## src/rtl/alu_share_arb.sv

```systemverilog
// alu_share_arb: two-requester arbiter/sequencer that time-shares one ALU.
//
// Requester 0 is the core execute stage; requester 1 is the address/branch-offset
// unit. The winner's operands are latched and presented to the ALU for one
// cycle (EXEC). The ALU's combinational result and flags are then captured and
// returned with a done pulse (DONE). During DONE the next request may be granted,
// giving one operation every two cycles.
//
// Ports:
//   CLK, reset          clock (rising edge), asynchronous active-low reset
//   req0/opa0/opb0/op0  requester 0 request level and operands/opcode
//   req1/opa1/opb1/op1  requester 1 request level and operands/opcode
//   gnt0/gnt1           one-cycle pulse: that requester's operands were latched
//   done0/done1         one-cycle pulse: res/flags valid for that requester
//   res/res_zero/res_ovfl captured ALU result and flags (shared)
//   busy                high while in EXEC or DONE
//   alu_a/alu_b/alu_op  registered operands/opcode to the ALU
//   alu_src             ALU A-mux select, tied to 0 (alu_a path)
//   alu_r/alu_zero/alu_ovfl combinational ALU result and flags

module alu_share_arb #(
  parameter int unsigned WIDTH      = 16,
  parameter int unsigned OPW        = 4,
  parameter int unsigned FIXED_PRIO = 0
) (
  input  logic             CLK,
  input  logic             reset,
  input  logic             req0,
  input  logic [WIDTH-1:0] opa0,
  input  logic [WIDTH-1:0] opb0,
  input  logic [OPW-1:0]   op0,
  input  logic             req1,
  input  logic [WIDTH-1:0] opa1,
  input  logic [WIDTH-1:0] opb1,
  input  logic [OPW-1:0]   op1,
  output logic             gnt0,
  output logic             gnt1,
  output logic             done0,
  output logic             done1,
  output logic [WIDTH-1:0] res,
  output logic             res_zero,
  output logic             res_ovfl,
  output logic             busy,
  output logic [WIDTH-1:0] alu_a,
  output logic [WIDTH-1:0] alu_b,
  output logic [OPW-1:0]   alu_op,
  output logic             alu_src,
  input  logic [WIDTH-1:0] alu_r,
  input  logic             alu_zero,
  input  logic             alu_ovfl
);

  typedef enum logic [1:0] {
    StIdle = 2'd0,
    StExec = 2'd1,
    StDone = 2'd2
  } state_e;

  state_e           state_q, state_d;
  logic             gnt0_q, gnt0_d;
  logic             gnt1_q, gnt1_d;
  logic             done0_q, done0_d;
  logic             done1_q, done1_d;
  logic [WIDTH-1:0] res_q, res_d;
  logic             res_zero_q, res_zero_d;
  logic             res_ovfl_q, res_ovfl_d;
  logic [WIDTH-1:0] alu_a_q, alu_a_d;
  logic [WIDTH-1:0] alu_b_q, alu_b_d;
  logic [OPW-1:0]   alu_op_q, alu_op_d;
  // Also identifies the owner of the in-flight operation.
  logic             last_q, last_d;

  logic             rr_mode;
  logic             any_req;
  logic             win1;
  logic             grant;

  assign rr_mode = (FIXED_PRIO == 0);
  assign any_req = req0 | req1;
  // Requester 1 wins when alone, or on a round-robin tie when 0 went last.
  assign win1    = req1 & (~req0 | (rr_mode & ~last_q));

  always_comb begin
    state_d    = state_q;
    gnt0_d     = 1'b0;
    gnt1_d     = 1'b0;
    done0_d    = 1'b0;
    done1_d    = 1'b0;
    res_d      = res_q;
    res_zero_d = res_zero_q;
    res_ovfl_d = res_ovfl_q;
    alu_a_d    = alu_a_q;
    alu_b_d    = alu_b_q;
    alu_op_d   = alu_op_q;
    last_d     = last_q;
    grant      = 1'b0;

    unique case (state_q)
      StIdle: begin
        if (any_req) begin
          grant   = 1'b1;
          state_d = StExec;
        end
      end
      StExec: begin
        // Requests are ignored here; the ALU sees the latched operands.
        res_d      = alu_r;
        res_zero_d = alu_zero;
        res_ovfl_d = alu_ovfl;
        done0_d    = ~last_q;
        done1_d    = last_q;
        state_d    = StDone;
      end
      StDone: begin
        if (any_req) begin
          grant   = 1'b1;
          state_d = StExec;
        end else begin
          alu_a_d  = '0;
          alu_b_d  = '0;
          alu_op_d = '0;
          state_d  = StIdle;
        end
      end
      default: begin
        state_d = StIdle;
      end
    endcase

    if (grant) begin
      last_d   = win1;
      gnt0_d   = ~win1;
      gnt1_d   = win1;
      alu_a_d  = win1 ? opa1 : opa0;
      alu_b_d  = win1 ? opb1 : opb0;
      alu_op_d = win1 ? op1  : op0;
    end
  end

  always_ff @(posedge CLK or negedge reset) begin
    if (!reset) begin
      state_q    <= StIdle;
      gnt0_q     <= 1'b0;
      gnt1_q     <= 1'b0;
      done0_q    <= 1'b0;
      done1_q    <= 1'b0;
      res_q      <= '0;
      res_zero_q <= 1'b0;
      res_ovfl_q <= 1'b0;
      alu_a_q    <= '0;
      alu_b_q    <= '0;
      alu_op_q   <= '0;
      // First tie after reset goes to requester 0.
      last_q     <= 1'b1;
    end else begin
      state_q    <= state_d;
      gnt0_q     <= gnt0_d;
      gnt1_q     <= gnt1_d;
      done0_q    <= done0_d;
      done1_q    <= done1_d;
      res_q      <= res_d;
      res_zero_q <= res_zero_d;
      res_ovfl_q <= res_ovfl_d;
      alu_a_q    <= alu_a_d;
      alu_b_q    <= alu_b_d;
      alu_op_q   <= alu_op_d;
      last_q     <= last_d;
    end
  end

  assign gnt0     = gnt0_q;
  assign gnt1     = gnt1_q;
  assign done0    = done0_q;
  assign done1    = done1_q;
  assign res      = res_q;
  assign res_zero = res_zero_q;
  assign res_ovfl = res_ovfl_q;
  assign busy     = (state_q != StIdle);
  assign alu_a    = alu_a_q;
  assign alu_b    = alu_b_q;
  assign alu_op   = alu_op_q;
  assign alu_src  = 1'b0;

endmodule
```

## config.mk

```make
export PLATFORM = sky130hd
export DESIGN_NAME = alu_share_arb
export DESIGN_NICKNAME = d
export VERILOG_FILES = /design/src/rtl/alu_share_arb.sv
export SDC_FILE = /design/constraint.sdc
export NUM_CORES = 1
export LEC_CHECK = 0
export BUFFER_PORTS_ARGS = -buffer_cell sky130_fd_sc_hd__buf_2
export CAP_MARGIN = 20
export CORE_UTILIZATION = 39
export DETAILED_ROUTE_END_ITERATION = 8
export GPL_ROUTABILITY_DRIVEN = 0
export PLACE_DENSITY_LB_ADDON = 0.2
export SKIP_CTS_REPAIR_TIMING = 1
export SYNTH_ARGS = -nofsm -noshare
export SYNTH_HDL_FRONTEND = slang
export SYNTH_SLANG_ARGS = --single-unit
```

## constraint.sdc

```tcl
create_clock -name CLK -period 1.5 [get_ports CLK]
set_clock_uncertainty 0.05 [all_clocks]
set_input_delay 0.075 -clock CLK [delete_from_list [all_inputs] [get_ports CLK]]
set_output_delay 0.075 -clock CLK [all_outputs]
set_load 0.01 [all_outputs]
```

### Yosys cells after proc, flatten, opt, wreduce, memory -nomap -nowiden

Index checks and enable logic that the tools add are counted.

| word-level totals | value |
|---|---|
| flip-flop bits (word level) | 61 |
| bits of input ports | 94 |
| word-level logic and storage cells | 46 |

| operators by class | value |
|---|---|
| eq/ne operators | 4 |
| mux-type cells | 19 |
| bitwise gates (word level) | 6 |
| reduce and logical (&&, ||, !) cells | 5 |

Operators with widths:

| operator | count |
|---|---|
| 16-bit two-way mux | 6 |
| 4-bit two-way mux | 4 |
| 1-bit two-way mux | 7 |
| 2-bit one-hot mux with 3 select lines | 1 |
| 2-bit nonzero test | 2 |
| 1-bit NOT | 3 |
| 2-bit by 1-bit equality test with 1-bit output (second input constant) | 1 |
| 2-bit equality test (second input constant) | 1 |
| 2-bit zero test | 1 |
| 2-bit two-way mux | 1 |
| 2-bit by 1-bit inequality test with 1-bit output (second input constant) | 1 |
| 2-bit inequality test (second input constant) | 1 |
| 1-bit bitwise OR | 2 |
| 2-bit AND reduction | 1 |
| 2-bit OR reduction | 1 |
| 1-bit bitwise AND | 1 |

### Logic depth before layout (Yosys ltp)

| logic depth | value |
|---|---|
| depth after elaboration | 5 |
| mapped depth | 5 |
| mapped depth without buffers | 3 |

### Worst setup path before layout

No wires, ideal clock.

| path | value |
|---|---|
| path type | register -> register |
| start | register last_q |
| end | register alu_a_q[10] (netlist: alu_a[10]) |
| setup time | 66 ps |
| arrival | 1310 ps |
| setup slack | 74 ps |
| cell stages (with the launch flop) | 5 |
| cells stage by stage | dfstp_2 inv_2 a211oi_4 buf_6 a221o_1 |

| on the way | value |
|---|---|
| cells in the longest elaborated chain, start to end | 5 |

RTL lines:

| element | RTL line | text |
|---|---|---|
| from (decl) | 71 | `logic last_q, last_d;` |
| from (signal assigned) | 167 | `last_q <= last_d;` |
| 1-bit NOT | 81 | `assign win1 = req1 & (~req0 \| (rr_mode & ~last_q));` |
| 1-bit bitwise OR | 81 |  |
| 1-bit bitwise AND | 81 |  |
| 16-bit two-way mux | 134 | `alu_a_d = win1 ? opa1 : opa0;` |
| 16-bit two-way mux | 130 | `if (grant) begin` |
| to (signal assigned) | 164 | `alu_a_q <= alu_a_d;` |
| to (decl) | 67 | `logic [WIDTH-1:0] alu_a_q, alu_a_d;` |

Every way passes these cells.
A chain may end at the register's enable or synchronous reset.

### Final worst setup path

| path | value |
|---|---|
| start | register last_q |
| end | register alu_a_q[0] (netlist: alu_a[0]) |

The elaborated chain is that of the path after synthesis.

==> key figures <==
Power
  • VDD IR max: about 0.0009 V
  • P_leak: approximately 2.3 nW
  • Final Power: between 0.005 and 0.006 W
  • Power Density: approximately 1200 nW/um^2

Setup path
  • Worst setup startpoint: last_q$_DFFE_PN1P_
  • Crit-path max FO: 9
  • CP endpoint kind: flop
  • Slowest-stage cell, CP: dfstp_2
  • Crit path launch type: flop
  • Path depth of the worst reg2reg path: 5
  • Reg2reg end: alu_a[0]$_DFFE_PN0P_
  • Reg-to-Reg Start: last_q$_DFFE_PN1P_
  • Worst path arrival time: approximately 1.7 ns
  • Flop-to-flop setup slack: ~0.0074 ns
  • Max stage delay on crit path: approximately 0.55 ns
  • CP Data Required Time: 1.71 ns
  • Setup Crit Path Kind: flop to flop
  • CP Cell Sequence: inv_2 > a211oi_4 > buf_6 > buf_8 > a221o_1

Timing
  • Post-layout minimum cycle time: ~1.5 ns
  • Slew Limit Fails: 0
  • F_max: 0.670 GHz
  • Period utilisation layout: around 100%
  • Final setup violation count: 0
  • Final Hold Fails: 0

Detailed routing
  • Total iterations of the first detailed-routing run: 4
  • ANT nets after route: 0
  • Via count: roughly 2700
  • Per-cell routed wire length: 17.0 microns
  • Post-route DRC: 0
  • Total wire length: slightly below 9000 microns
  • Vias per cell: 5.11
  • Drt first-iter violations: between 100 and 150

Synthesis
  • Mean Syn Cell Area: 14.1 sq um
  • Syn Nets: ~280
  • Unique masters post-synth: 18
  • Number of synthesized register bits: ~60
  • Area of the mapped netlist: around 2600 sq um
  • Synth Warn #: 0
  • Cells after Synth: 183
  • Post-synthesis sequential area ratio: between 50% and 60%

Clock network
  • H-tree depth: 3
  • Clock Path Buffers: 2
  • Cts bufs inserted: 9
  • Root buf cell: clkbuf_8
  • CTS sink cnt: between 60 and 70
  • Worst skew pair latency: roughly 0.32 ns
  • Clock transition at path regs: around 0.070 ns
  • CTS tree: yes

Floorplanning
  • Die width: between 80 and 90 microns
  • Total die area: between 6000 and 7000 sq um
  • Die Y: ~83 microns
  • Initial core utilization: approximately two fifths
  • # IOs: between 150 and 200
  • Core Footprint: 6390 sq um
  • Row cnt: 29

Global route
  • First-pass GRT wire length: between 10000 and 15000 microns
  • Total grt overflow: 0
  • Antenna violations before repair: 0
  • Pin count of the biggest net entering global routing: 62
  • GRT Total Usage: approximately a fifth
  • Vias in the first global route: between 2000 and 2500

Final layout
  • Post-Layout Inst Area: roughly 4800 sq um
  • # diodes: 0
  • Share of layout cells above drive strength 1: between 40% and 50%
  • Final core occ: between 70 and 80%
  • Commonest non-fill, non-tap cells in the layout: 152 x buf_2, 91 x dlygate4sd3_1, 59 x dfrtp_1
  • Commonest non-fill, non-tap cell in the layout: buf_2
  • Synth-to-layout area growth: 84.0%
  • # nets final: around 530

Run
  • Max_cap viols: 0

Placement
  • Post-DP HPWL: ~4500 microns
  • Post-Place Cell Area: between 3000 and 4000 sq um
  • IO buf count: between 150 and 200

Hold path
  • Hold path start: req1
  • Worst hold path depth: 3
  • Worst Hold Path EP: state_q[0]$_DFFE_PN0P_
  • Hold Path Class: input pin to flop

Status
  • Outcome: finished clean
==> critical path, delay by kind of cell (launching register included) <==
| kind | cells | cell delay [ns] |
|---|---|---|
| buf+inv | 3 | 0.40 |
| compound gates | 2 | 0.43 |
| flops | 1 | 0.55 |
==> through the flow <==
| stage | hold slack, ns | std cells | setup WS (ns) | setup TNS, ns |
|---|---|---|---|---|
| 4_1_cts | -0.297 | 420 | 0.0289 | 0 |
| 5_1_grt | 0.0267 | 521 | -0.0117 | -0.0295 |
| 6_report | 0.0401 | 521 | 0.00739 | 0 |
| 3_5_place_dp | 0.0595 | 404 | 0.0582 | 0 |
| 2_1_floorplan | -0.271 | 183 | 0.0735 | 0 |
| 3_3_place_gp | 0.0626 | 404 | 0.0943 | 0 |
==> area by class of cell <==
class,instances,area (sq um)
fill,413,1630
sequential,61,1530
clock inverter,3,65.1
clock buffer,13,179
tap,77,96.3
inverter,4,15.0
multi-input combinational,101,928
timing repair buffer,262,1950
==> state kept, by name (all words and copies together) (netlist names) <==
signal    cells
state_q       2
done0         1
res          16
last_q        1
done1         1
alu_a        16
res_zero      1
gnt0          1
alu_b        16
res_ovfl      1
alu_op        4
gnt1          1
==> report_power, final <==
group	internal [W]	switching (W)	total [W]	leakage [nW]
Sequential	0.00202	0.000206	0.00223	0.743
Combinational	0.000975	0.000799	0.00177	1.46
Clock	0.00111	0.000603	0.00172	0.126
==> logic make-up after synthesis <==
kind of cell / count (synthesis) / synth area share [%]
multiplexers: 18 / 7.83
buffers and inverters: 21 / 5.37
AO/OA/AOI/OAI: 75 / 25.9
other: 1 / 0.145
flip-flops: 61 / 59.0
AND/OR/NAND/NOR: 7 / 1.69
==> synth_stat cells <==
library cell | count | area [sq um]
inv_2 | 4 | 15.0
buf_4 | 1 | 7.51
a221o_1 | 36 | 360
conb_1 | 1 | 3.75
a211oi_2 | 1 | 12.5
or2_1 | 1 | 6.26
mux2_1 | 18 | 203
nand2b_1 | 1 | 6.26
buf_2 | 9 | 45.0
dfrtp_1 | 60 | 1500
clkbuf_1 | 1 | 3.75
o21a_1 | 36 | 270
dfstp_2 | 1 | 26.3
o21bai_1 | 1 | 7.51
a211oi_4 | 1 | 20.0
buf_6 | 6 | 67.6
nor3_4 | 1 | 16.3
nor2_1 | 4 | 15.0
==> worst max path at each step <==
stage                            endpoint  slack, ns  cells after the start
floorplan           alu_a[10]$_DFFE_PN0P_       0.07                      4
global placement     alu_a[0]$_DFFE_PN0P_       0.09                      4
detailed placement   alu_b[2]$_DFFE_PN0P_       0.06                      4
CTS                  alu_b[2]$_DFFE_PN0P_       0.03                      4
global route         alu_a[0]$_DFFE_PN0P_      -0.01                      5
finish               alu_a[0]$_DFFE_PN0P_      0.007                      5
==> metal layers <==
layer / vias up / share of wire [%] / track usage [%]
met5: - / 0 / 0
met4: 0 / 2.4 / 7.86
met3: 21 / 5.9 / 4.45
met2: 127 / 50 / 31.5
met1: 1299 / 42 / 26.7
li1: 1215 / - / -
Note: power is estimated with default switching activity, not from simulation.
